--- config.mk ---
export PLATFORM = sky130hd
export DESIGN_NAME = matmul_job_sequencer
export DESIGN_NICKNAME = d
export VERILOG_FILES = /design/src/rtl/matmul_job_sequencer.sv
export SDC_FILE = /design/constraint.sdc
export NUM_CORES = 1
export LEC_CHECK = 0
export CORE_MARGIN = 8
export CORE_UTILIZATION = 58
export DETAILED_ROUTE_END_ITERATION = 6
export PLACE_DENSITY = 0.78
export SETUP_SLACK_MARGIN = 0.5
export SLEW_MARGIN = 0
export SYNTH_ARGS = -nofsm -noshare
export SYNTH_HDL_FRONTEND = slang
export SYNTH_SLANG_ARGS = --single-unit
export TNS_END_PERCENT = 20
--- constraint.sdc ---
create_clock -name clk -period 3.3 [get_ports clk]
set_input_delay 0.99 -clock clk [delete_from_list [all_inputs] [get_ports clk]]
set_output_delay 0.99 -clock clk [all_outputs]
set_load 0.05 [all_outputs]
--- src/rtl/matmul_job_sequencer.sv ---
// rtl/matmul_job_sequencer.sv - shadow-table job sequencer feeding a 3x3 matmul coprocessor over PCPI
module matmul_job_sequencer #(
    parameter int NUM_WORDS = 28,
    parameter int SETTLE    = 2,
    parameter int TIMEOUT   = 64
) (
    input  logic        clk,
    input  logic        rst,
    input  logic        cfg_wr,
    input  logic [4:0]  cfg_addr,
    input  logic [15:0] cfg_data,
    output logic        cfg_err,
    input  logic        job_start,
    input  logic        full_reload,
    output logic        busy,
    output logic        job_done,
    output logic        job_timeout,
    output logic        pcpi_valid,
    output logic [31:0] pcpi_insn,
    input  logic        pcpi_ready,
    input  logic        pcpi_wait
);
    localparam int AW = 5;
    localparam int CW = $clog2(TIMEOUT);

    localparam logic [2:0] F3_LOAD    = 3'b000;
    localparam logic [2:0] F3_COMPUTE = 3'b111;
    localparam logic [2:0] F3_STOP    = 3'b101;

    typedef enum logic [2:0] {
        S_IDLE, S_LOAD, S_START, S_WAIT, S_STOP, S_DONE
    } state_t;

    state_t                 state_q, state_d;
    logic [AW-1:0]          idx_q, idx_d;
    logic [CW-1:0]          cnt_q, cnt_d;
    logic                   flag_q, flag_d;
    logic [NUM_WORDS-1:0]   dirty_q, dirty_d;
    logic                   cfg_err_q, cfg_err_d;
    logic [15:0]            shadow_q [NUM_WORDS];

    logic cfg_ok;
    logic last_idx;
    logic wait_done;
    logic wait_expired;

    function automatic logic [31:0] make_insn(input logic [2:0] f3, input logic [4:0] addr,
                                              input logic [15:0] value);
        return {1'b0, value, f3, addr, 7'b0001011};
    endfunction

    assign cfg_ok       = cfg_wr && (state_q == S_IDLE) && (cfg_addr < AW'(NUM_WORDS));
    assign last_idx     = (idx_q == AW'(NUM_WORDS - 1));
    assign wait_done    = (cnt_q >= CW'(SETTLE)) && pcpi_ready && !pcpi_wait;
    assign wait_expired = (cnt_q == CW'(TIMEOUT - 1));

    always_ff @(posedge clk) begin
        if (rst) begin
            state_q   <= S_IDLE;
            idx_q     <= '0;
            cnt_q     <= '0;
            flag_q    <= 1'b0;
            dirty_q   <= '1;
            cfg_err_q <= 1'b0;
        end else begin
            state_q   <= state_d;
            idx_q     <= idx_d;
            cnt_q     <= cnt_d;
            flag_q    <= flag_d;
            dirty_q   <= dirty_d;
            cfg_err_q <= cfg_err_d;
        end
    end

    // Shadow contents survive reset so a reset only forces a full reload.
    always_ff @(posedge clk) begin
        if (cfg_ok) begin
            shadow_q[cfg_addr] <= cfg_data;
        end
    end

    always_comb begin
        state_d = state_q;
        case (state_q)
            S_IDLE:  if (job_start) state_d = S_LOAD;
            S_LOAD:  if (last_idx) state_d = S_START;
            S_START: state_d = S_WAIT;
            S_WAIT:  if (wait_done || wait_expired) state_d = S_STOP;
            S_STOP:  state_d = S_DONE;
            S_DONE:  state_d = S_IDLE;
            default: state_d = S_IDLE;
        endcase
    end

    always_comb begin
        idx_d     = '0;
        cnt_d     = '0;
        flag_d    = flag_q;
        dirty_d   = dirty_q;
        cfg_err_d = cfg_wr && !cfg_ok;
        // A write accepted alongside job_start is already dirty for that job.
        if (cfg_ok) begin
            dirty_d[cfg_addr] = 1'b1;
        end
        if (state_q == S_IDLE && job_start && full_reload) begin
            dirty_d = '1;
        end
        if (state_q == S_LOAD) begin
            dirty_d[idx_q] = 1'b0;
            if (!last_idx) begin
                idx_d = idx_q + AW'(1);
            end
        end
        if (state_q == S_WAIT) begin
            cnt_d = cnt_q + CW'(1);
            if (wait_done || wait_expired) begin
                flag_d = !wait_done;
            end
        end
    end

    always_comb begin
        busy        = (state_q != S_IDLE);
        job_done    = (state_q == S_DONE);
        job_timeout = (state_q == S_DONE) && flag_q;
        cfg_err     = cfg_err_q;
        pcpi_valid  = 1'b0;
        pcpi_insn   = '0;
        case (state_q)
            S_LOAD: begin
                if (dirty_q[idx_q]) begin
                    pcpi_valid = 1'b1;
                    pcpi_insn  = make_insn(F3_LOAD, idx_q, shadow_q[idx_q]);
                end
            end
            S_START: begin
                pcpi_valid = 1'b1;
                pcpi_insn  = make_insn(F3_COMPUTE, 5'd0, 16'd0);
            end
            S_STOP: begin
                pcpi_valid = 1'b1;
                pcpi_insn  = make_insn(F3_STOP, 5'd0, 16'd0);
            end
            default: ;
        endcase
    end
endmodule
==> reports/qor.csv <==
stage,metric,value,unit
setup_path,CP startpoint kind,register,
synthesis,"FFs w/ async S/R, synth",0,%
synthesis,"top cells by count, synth","edfxtp_1 (448), mux4_2 (116), nand2_1 (60), nor2_1 (47), dfxtp_1 (44)",
detailed_routing,WL per Instance,29.0,um
clock_network,worst-skew pair later-pin latency,0.56,ns
synthesis,top-area cell type share of the netlist area,68.7,%
setup_path,required time of the critical path,2.31,ns
setup_path,crit path DAT,2.75,ns
pwr,LEAKAGE,7.77,nW
floorplanning,core area,33400,sq um
synthesis,number of enable flip-flop cells after synthesis,448,
timing,final max-slew violation count,0,
timing,relative slew slack,23.2,%
synthesis,Yosys cell types,47,
setup_path,kind of end point of the critical path,primary output,
timing,# setup viols final,24,
placed_design,routability congestion estimate,0.882,
setup_path,WS Path Type,register to primary output,
clock_network,H-Tree Level Count,2,
detailed_routing,residual DRC count,0,
detailed_routing,"antenna viol nets, final",0,
floorplanning,IO Pins,65,
floorplanning,Initial Utilization,58.7,%
cells_and_area,Syn-to-layout area delta,23.1,%
placed_design,Detail Placement HPWL,28400,um
detailed_routing,Post-Route WL,48800,um
placed_design,Port-buffer cells,59,
synthesis,Synth Area in Compound Gates,3.78,%
synthesis,largest family of logic cells by synthesized area,multiplexers,
synthesis,post-synthesis simple-gate area fraction,4.88,%
clock_network,clock transition at the registers of the reported paths,0.06,ns
synthesis,Synth Area in XOR/XNOR,0.358,%
cells_and_area,"non-filler cells, final",1684,
pwr,VDD IR-drop max,0.454,mV
synthesis,#FFs+latches synth,492,
synthesis,multiplexer area fraction after synthesis,15.3,%
min_path,Min-Delay Path Class,register to register,
timing,Max Freq,267,MHz
flow_run,Max-cap violations,0,
synthesis,Post-Synth Adder-Cell Area,0.384,%
global_routing,initial antenna violation count,0,
synthesis,main area contributors after synthesis,"edfxtp_1 (69%), mux4_2 (13%), dfxtp_1 (4.5%)",
setup_path,Worst Path Max Fanout,6,
synthesis,Yosys top cell by area,edfxtp_1,
detailed_routing,Via density,6.48,
detailed_routing,vias after detailed routing,10900,
global_routing,total track usage,25.1,%
global_routing,largest net degree at the start of global routing,59,
pwr,power per cell area,562,nW/um^2
floorplanning,die footprint,39900,sq um
clock_network,Max clock buf depth,3,
pwr,Power Total,0.0135,W
timing,hold slack final,0.465,ns
synthesis,Synth Instances,1045,
floorplanning,Placement Rows,67,
timing,Final Hold Fails,0,
cells_and_area,share of cells above drive strength 1,34.4,%
clock_network,number of CTS-inserted buffers,47,
synthesis,Synth Flop Type,edfxtp_1,
placed_design,placed cells,1577,
global_routing,global route overflow,0,
detailed_routing,DR pass1 iterations,5,
timing,min cycle time layout,3.74,ns
timing,final worst slack,-0.444,ns
status,outcome,"finished, violations left",
synthesis,"count leader, synth",edfxtp_1,
cells_and_area,nets@finish,1235,
synthesis,synthesized cell area,19600,sq um
placed_design,Post-Place Setup Slack,0.00972,ns
floorplanning,Die Y,200,um
synthesis,synthesis warning total,0,
global_routing,number of global-route vias before repair,11300,
floorplanning,Die X,200,um
cells_and_area,Antenna Cells,0,
synthesis,sequential-to-total area share from yosys stat,73.2,%
timing,clk_skew,0.0106,ns
timing,RSZ-0062 raised after global routing,yes,
timing,Worst-Margin Slew,1.15,ns
clock_network,CTS Sinks,492,
detailed_routing,initial drt markers,1220,
timing,Final period util,113,%
clock_network,CTS tree,built,
clock_network,clock root buffer master,clkbuf_16,
timing,Fin Setup TNS,-9.01,ns
global_routing,first-pass GRT wire length,72500,um
synthesis,Post-Syn Area per Cell,18.7,sq um
status,failing checks,setup timing,
## layer usage
metal  global-route usage [%]  vias up  routed length [um]
met1                     32.6     5583               18300
met5                        0        -                   0
met4                     10.2        0                2130
met2                     41.7      687               24200
met3                     4.53      129                4190
li1                         -     4512                   -
## cell usage in the layout (no fill, tap or decap), types with 27 or more instances in the layout
cell type and instances:
buf_4 58, mux4_2 116, nand2_1 56, nand2b_1 33, mux2i_1 27, buf_12 60
dfxtp_1 38, edfxtp_1 448, clkbuf_16 48, clkdlybuf4s50_1 28
## stage by stage
stage          cell area, sq um  util, %
2_1_floorplan             19800        -
3_3_place_gp              22000     65.8
3_5_place_dp              22000     65.8
4_1_cts                   24100     72.2
5_1_grt                   24100     72.2
6_report                  24100     72.2
## area by class of cell
class                           count  area (sq um)
Clock buffer                       54          1220
Clock inverter                     30           280
Inverter                           12          45.0
Multi-Input combinational cell    474          5270
Fill cell                        1954          9260
Tap cell                          448           561
Sequential cell                   492         14300
Timing Repair Buffer              174          2370
## state kept, by name, summed over array words and instances (netlist names)
| register | cells |
|---|---|
| shadow_q | 448 |
| dirty_q | 28 |
| cnt_q | 6 |
| idx_q | 5 |
| state_q | 3 |
| cfg_err | 1 |
| flag_q | 1 |
## worst max-delay path, stage by stage, from the launching register on
cell	delay [ns]
dfxtp_4	0.37
buf_12	0.16
buf_16	0.15
buf_4	0.15
mux4_2	0.54
mux2i_1	0.24
o22ai_1	0.15
o21a_4	0.26
buf_12	0.14
## path summary, 6_finish.rpt
path / from / endpoint / slack, ns / cells after the start
worst max-delay path: idx_q[0] / pcpi_insn[24] / -0.44 / 8
worst min-delay path: cnt_q[0] / cnt_q[0] / 0.47 / 1
worst max register to register: idx_q[0] / state_q[2] / 0.88 / 7
worst min register to register: cnt_q[0] / cnt_q[0] / 0.47 / 1
## logic make-up (layout without fill, tap and decap cells)
family,Yosys count,in the layout
xor+xnor,8,8
simple gates,192,192
fa+ha+maj,6,6
mux,154,154
other cells,1,5
flops,492,492
buf+inv,83,270
compound gates,109,109
## what timing repair did
action,in CTS,in global routing
endpoints found under the setup margin,31,29
hold buffers,0,0
hold endpoints to repair,0,0
gates cloned,6,0
pin swaps,13,6
gates resized for setup,83,16
buffers inserted,17,0
## power by group
part	total [W]	switching (W)	internal, W
combinational	0.00137	0.000748	0.000620
sequential	0.00687	0.0000300	0.00684
clock	0.00531	0.00226	0.00304
Power figures use the tool's default switching activity.
